==> src/rtl/ones_count_sequencer.sv <==
// ones_count_sequencer
//   Samples a switch vector and counts its set bits, one bit per clock.
//   It then splits the count into two BCD digits by repeated subtraction of 10.
//   The digits are registered and change only when a conversion completes.
//
// Ports
//   i_clk    : clock, all registers update on the rising edge
//   i_rst_n  : synchronous active-low reset
//   i_sw     : switch vector, captured once per conversion
//   i_start  : level request, sampled only while idle
//   o_busy   : high whenever a conversion is in progress
//   o_done   : one-cycle pulse after the final (DONE) edge
//   o_dig0   : units digit, 0..9
//   o_dig1   : tens digit, 0..9
//
// Optional build macro
//   ONES_SEQ_AUTO_EN : while idle, also start a conversion when i_sw differs from
//                      the vector captured by the previous conversion.
module ones_count_sequencer #(
   parameter int unsigned N = 10
) (
   input  logic         i_clk,
   input  logic         i_rst_n,
   input  logic [N-1:0] i_sw,
   input  logic         i_start,
   output logic         o_busy,
   output logic         o_done,
   output logic [3:0]   o_dig0,
   output logic [3:0]   o_dig1
);

   localparam int unsigned CntW = (N > 1) ? $clog2(N) : 1;
   localparam logic [CntW-1:0] LastBit = CntW'(N - 1);

   typedef enum logic [1:0] {StIdle, StCount, StDiv, StDone} state_e;

   state_e          r_state;
   state_e          w_state_next;
   logic [N-1:0]    r_shreg;
   logic [CntW-1:0] r_bitcnt;
   logic [6:0]      r_rem;
   logic [3:0]      r_tens;
   logic [3:0]      r_dig0;
   logic [3:0]      r_dig1;
   logic            r_done;
   logic            w_go;

`ifdef ONES_SEQ_AUTO_EN
   logic [N-1:0] r_last_sw;

   assign w_go = i_start | (i_sw != r_last_sw);

   // Remember the vector of the conversion being started so the display
   // only re-converts when the switches actually move.
   always_ff @(posedge i_clk) begin
      if (!i_rst_n) begin
         r_last_sw <= '0;
      end else if ((r_state == StIdle) && w_go) begin
         r_last_sw <= i_sw;
      end
   end
`else
   assign w_go = i_start;
`endif

   // State register
   always_ff @(posedge i_clk) begin
      if (!i_rst_n) begin
         r_state <= StIdle;
      end else begin
         r_state <= w_state_next;
      end
   end

   // Next-state logic
   always_comb begin
      w_state_next = r_state;
      unique case (r_state)
         StIdle:  if (w_go) w_state_next = StCount;
         StCount: if (r_bitcnt == LastBit) w_state_next = StDiv;
         StDiv:   if (r_rem < 7'd10) w_state_next = StDone;
         StDone:  w_state_next = StIdle;
         default: w_state_next = StIdle;
      endcase
   end

   // Datapath
   always_ff @(posedge i_clk) begin
      if (!i_rst_n) begin
         r_shreg  <= '0;
         r_bitcnt <= '0;
         r_rem    <= '0;
         r_tens   <= '0;
         r_dig0   <= '0;
         r_dig1   <= '0;
         r_done   <= 1'b0;
      end else begin
         r_done <= 1'b0;
         unique case (r_state)
            StIdle: begin
               if (w_go) begin
                  r_shreg  <= i_sw;
                  r_rem    <= '0;
                  r_tens   <= '0;
                  r_bitcnt <= '0;
               end
            end
            StCount: begin
               r_rem    <= r_rem + 7'(r_shreg[0]);
               r_shreg  <= r_shreg >> 1;
               r_bitcnt <= r_bitcnt + CntW'(1);
            end
            StDiv: begin
               if (r_rem >= 7'd10) begin
                  r_rem  <= r_rem - 7'd10;
                  r_tens <= r_tens + 4'd1;
               end
            end
            StDone: begin
               r_dig0 <= r_rem[3:0];
               r_dig1 <= r_tens;
               r_done <= 1'b1;
            end
            default: ;
         endcase
      end
   end

   assign o_busy = (r_state != StIdle);
   assign o_done = r_done;
   assign o_dig0 = r_dig0;
   assign o_dig1 = r_dig1;

endmodule
==> config.mk <==
export PLATFORM = sky130hd
export DESIGN_NAME = ones_count_sequencer
export DESIGN_NICKNAME = d
export VERILOG_FILES = /design/src/rtl/ones_count_sequencer.sv
export SDC_FILE = /design/constraint.sdc
export NUM_CORES = 1
export LEC_CHECK = 0
export CORE_MARGIN = 10
export CORE_UTILIZATION = 35
export CTS_CLUSTER_SIZE = 8
export DETAILED_ROUTE_END_ITERATION = 6
export DONT_BUFFER_PORTS = 1
export HOLD_SLACK_MARGIN = 0.08
export SYNTH_ARGS = -nofsm -noshare
export SYNTH_HDL_FRONTEND = slang
export SYNTH_SLANG_ARGS = --single-unit
==> constraint.sdc <==
create_clock -name i_clk -period 5.6 [get_ports i_clk]
set_input_delay 1.4 -clock i_clk [delete_from_list [all_inputs] [get_ports i_clk]]
set_output_delay 1.4 -clock i_clk [all_outputs]
set_load 0.1 [all_outputs]
## After elaboration in Yosys (flattened, before gate mapping)

Index checks and enable logic that the tools add are counted.

| storage, ports and cells | value |
|---|---|
| logic and storage cells | 45 |
| output and inout bits | 10 |
| bits of input ports | 13 |
| bits in registers | 36 |

| cells by class | value |
|---|---|
| eq/ne operators | 8 |
| magnitude comparators | 2 |
| reductions and logical operators | 9 |
| add/subtract/negate cells | 4 |
| mux-type cells | 14 |

Operators with widths:

| operator | count |
|---|---|
| $pmux W7 S3 | 1 |
| $pmux W10 S2 | 1 |
| $pmux W4 S2 | 2 |
| $mux W7 | 2 |
| $mux W10 | 1 |
| $reduce_and A3 Y1 | 3 |
| $add A4 B1 Y4 const B | 2 |
| $mux W4 | 2 |
| $ne A2 B2 Y1 const B | 4 |
| $pmux W2 S4 | 1 |
| $add A7 B1 Y7 | 1 |
| $ge A7 B4 Y1 const B | 1 |
| $lt A7 B4 Y1 const B | 1 |
| $sub A7 B4 Y7 const B | 1 |
| $mux W2 | 3 |
| $reduce_bool A2 Y1 | 3 |
| $eq A2 B2 Y1 const B | 2 |
| $eq A4 B4 Y1 const B | 1 |
| $reduce_bool A3 Y1 | 1 |
| $eq A2 B1 Y1 const B | 1 |
| $logic_not A2 Y1 | 1 |
| $reduce_and A2 Y1 | 1 |
| $mux W1 | 1 |

## Longest topological paths before layout

| depth | value |
|---|---|
| depth after elaboration | 3 |
| depth in mapped cells | 9 |
| mapped depth without buffers | 7 |

## Worst setup path before layout

Ideal clock, no wire load.

| path | value |
|---|---|
| kind | register to output |
| start | register r_state[0] |
| end | output port o_busy |
| slack | 2.900 ns |
| data arrival time | 1.300 ns |
| path buffers | 0 |
| stages on the path, launching flop included | 4 |
| required time | 4.200 ns |
| cell sequence | dfxtp_1 -> inv_1 -> ha_1 -> inv_1 |

| between the ends | value |
|---|---|
| longest elaborated chain between the ends | 1 |

Ends and longest elaborated chain:

| element | line | RTL |
|---|---|---|
| start, declared | 37 | `state_e r_state;` |
| start signal, assigned | 69 | `r_state <= StIdle;` |
| start signal, assigned | 71 | `r_state <= w_state_next;` |
| $reduce_bool A2 Y1 | 129 | `assign o_busy = (r_state != StIdle);` |
| end, declared | 26 | `output logic o_busy,` |

No other way between the ends.

## Final worst setup path

Same ends and word-level chain as after synthesis.

==> results.md <==
- Final worst setup slack: approximately 2500 ps
- Mean post-synth cell area: 8.90 sq um
- Syn Nets: 238
- Asr flop ratio synth: 0%
- Worst Hold Class: flip-flop to flip-flop
- Worst Setup EP: o_busy
- Unrepaired setup endpoints after global routing: no
- Via density: 5.35
- Ports: 23
- Leak: 0.748 nW
- Die height: 93.6 microns
- Status: finished clean
- Post-route ant nets: 0
- IO Port Bufs: 0
- Share of post-route cells with drive strength above 1: 9.43%
- CP Capture Type: primary output
- Switching part of the total: a little over two fifths
- # setup viols final: 0
- Initial Util: 36.6%
- Final-layout fill cell count: roughly 510
- Number of diodes: 0
- Req. time, crit path: 4200 ps
- Setup crit start: r_state[0]
- Comb pwr share: 41.5%
- Net Sw Power: roughly 0.40 mW
- TNS Setup: 0 ps
- Sequential Power Share: 34.5%
- CTS tree: built
- Vias in the first global route: 1513
- Post-CTS sizing: 0
- Vias: roughly 1500
- Register-to-Register Path Depth: 6
- Crit share post-route: 55.1%
- Post-synth EDFFs: 0
- Yosys top cell by area: dfxtp_1
- Maximum VDD drop: 380 uV
- Drt wl/cell: 14.6 microns
- Multi-input logic area: 1080 sq um
- Final-report max-slew violation count: 0
- Reg2reg start: r_state[1]
- Power Internal: 0.561 mW
- Clk network pwr share: 24.0%
- Reg area: 721 sq um
- Relative slew margins: 34.6%
- GP Congestion: just over 0.8
- CP Class: flip-flop to primary output
- Die span in x: 93.6 microns
- Max Buffers Root-to-Sink: 2
- Synthesized flop and latch total: 36
- Worst r2r dst: r_shreg[4]
- Worst R2R Setup Slack: 3300 ps
- H-tree depth: 2
- Grt ovf: 0
- Yosys synthesis warning count: 0
- DR iter-0 viols: 111
- Core Footprint: 5170 sq um
- Worst path arrival time: 1690 ps
- Worst-margin pin slew: 979 ps
- Num Clock Sinks: 36
- Hold buffers post-CTS: 0
- Main synth FF type: dfxtp_1
- Initial antenna violation count: 0
- Row Count: 26
- Max_cap viols: 0
- Clock transition at the registers of the reported paths: 80 ps
- Total CTS buffers: 5
- Residual DRC: 0
- Die area: 8760 sq um
- Max FO, Critical Path: 6
- Period minus WS final: 3090 ps
- Top cell type's share of synthesized area: 38.0%
- Routed WL: 4110 microns
- Fmax: around 320 MHz
- First-pass GRT wire length: 7320 microns
- Layout Utilization: between 30% and 40%
- Cell Area, Synth: 1900 sq um
- Post-CTS setup buffer count: 0
- Seq/Total Area, Yosys: between 30% and 40%
- Hold Fails Final Rpt: 0
- Syn Inst Count: 213
- Syn-to-layout area delta: 8.45%
- Synth top area cells: dfxtp_1, mux2i_1, ha_1
- Startpoint Class: flip-flop
- Nets: 236
- First-pass DRT Iterations: 4
- Pwr/cell area: 468 nW/um^2
- Worst skew pair latency: 300 ps
- Largest net degree at the start of global routing: 31
- Setup slack at placement: approximately 2800 ps
- Synth unique cells: 46
- DP HPWL: 2880 microns
- Fin Clk Skew: 5.67 ps
- Total GRT Usage: 10.3%
- Clk Tree Root Cell: clkbuf_8
[cells in the final DEF (no fill, tap or decap), types with 5 or more instances in the layout]
cell type	count
nand2_1	15
inv_1	10
a211oi_1	10
dfxtp_1	36
clkbuf_8	5
a21oi_1	9
mux2i_1	19
ha_1	12
o21ai_0	6
nor2_1	29
nand3_1	8
[through the flow]
| stage | hold slack [ps] | cells | instance area [sq um] | power [mW] |
|---|---|---|---|---|
| after detailed placement | 452 | 274 | 1940 | 0.740 |
| after CTS | 465 | 282 | 2060 | 0.972 |
| after global routing | 505 | 282 | 2060 | 1.05 |
| after floorplan | 436 | 213 | 1900 | 0.670 |
| after global placement | 450 | 274 | 1940 | 0.734 |
| final | 464 | 282 | 2060 | 0.963 |
[cell type report]
| class | instances | share of cell area [%] |
|---|---|---|
| inverters | 11 | 2.25 |
| multi-input cells | 156 | 52.6 |
| flip-flops and latches | 36 | 35.1 |
| well taps | 70 | 4.26 |
| clock inverters | 3 | 2.07 |
| repair buffers | 1 | 0.365 |
| clock buffers | 5 | 3.35 |
[worst min-delay path by stage]
stage | from | to | slack [ps] | cells after the start
floorplan | r_tens[3] | r_tens[3] | 440 | 2
global placement | r_shreg[9] | r_shreg[9] | 450 | 2
detailed placement | r_shreg[9] | r_shreg[9] | 450 | 2
CTS | r_shreg[9] | r_shreg[9] | 470 | 2
global route | r_shreg[9] | r_shreg[9] | 510 | 2
finish | r_shreg[9] | r_shreg[9] | 460 | 2
[layer usage]
metal | part of all wire, % | global-route usage [%]
met5 | 0 | 0
met4 | 1.4 | 4.30
met2 | 43 | 14.6
met1 | 49 | 13.4
met3 | 7.3 | 4.32
[synth_stat cells, types with 5 or more instances]
cell and number:
a21oi_1 9, nor2_1 29, o21ai_0 6, dfxtp_1 36, mux2i_1 19, ha_1 12
nand3_1 8, inv_1 10, nand2_1 15, clkbuf_1 5, a211oi_1 10
[logic make-up (layout without fill, tap and decap cells)]
| group | Yosys count | in the layout | share of synthesized area [%] |
|---|---|---|---|
| compound gates | 47 | 47 | 17.6 |
| xor+xnor | 3 | 3 | 1.39 |
| fa+ha+maj | 12 | 12 | 7.92 |
| buf+inv | 21 | 20 | 4.88 |
| flops | 36 | 36 | 38.0 |
| mux | 19 | 19 | 10.0 |
| simple gates | 75 | 75 | 20.2 |
[power by group through the flow]
stage | registers (mW) | clock network [mW] | logic, mW
6_report | 0.332 | 0.231 | 0.400
5_1_grt | 0.337 | 0.252 | 0.456
4_1_cts | 0.331 | 0.236 | 0.404
3_5_place_dp | 0.337 | 0 | 0.403
3_3_place_gp | 0.336 | 0 | 0.398
2_1_floorplan | 0.329 | 0 | 0.341
[state kept, by name, summed over array words and instances (netlist names)]
register	flops
r_rem	7
r_shreg	10
r_tens	4
o_done	1
o_dig1	4
r_bitcnt	4
r_state	2
o_dig0	4
[worst max-delay path: stages (launching register included)]
cell     delay, ps
dfxtp_1        380
inv_1           90
ha_1           260
inv_1          670
Power figures use the tool's default switching activity.
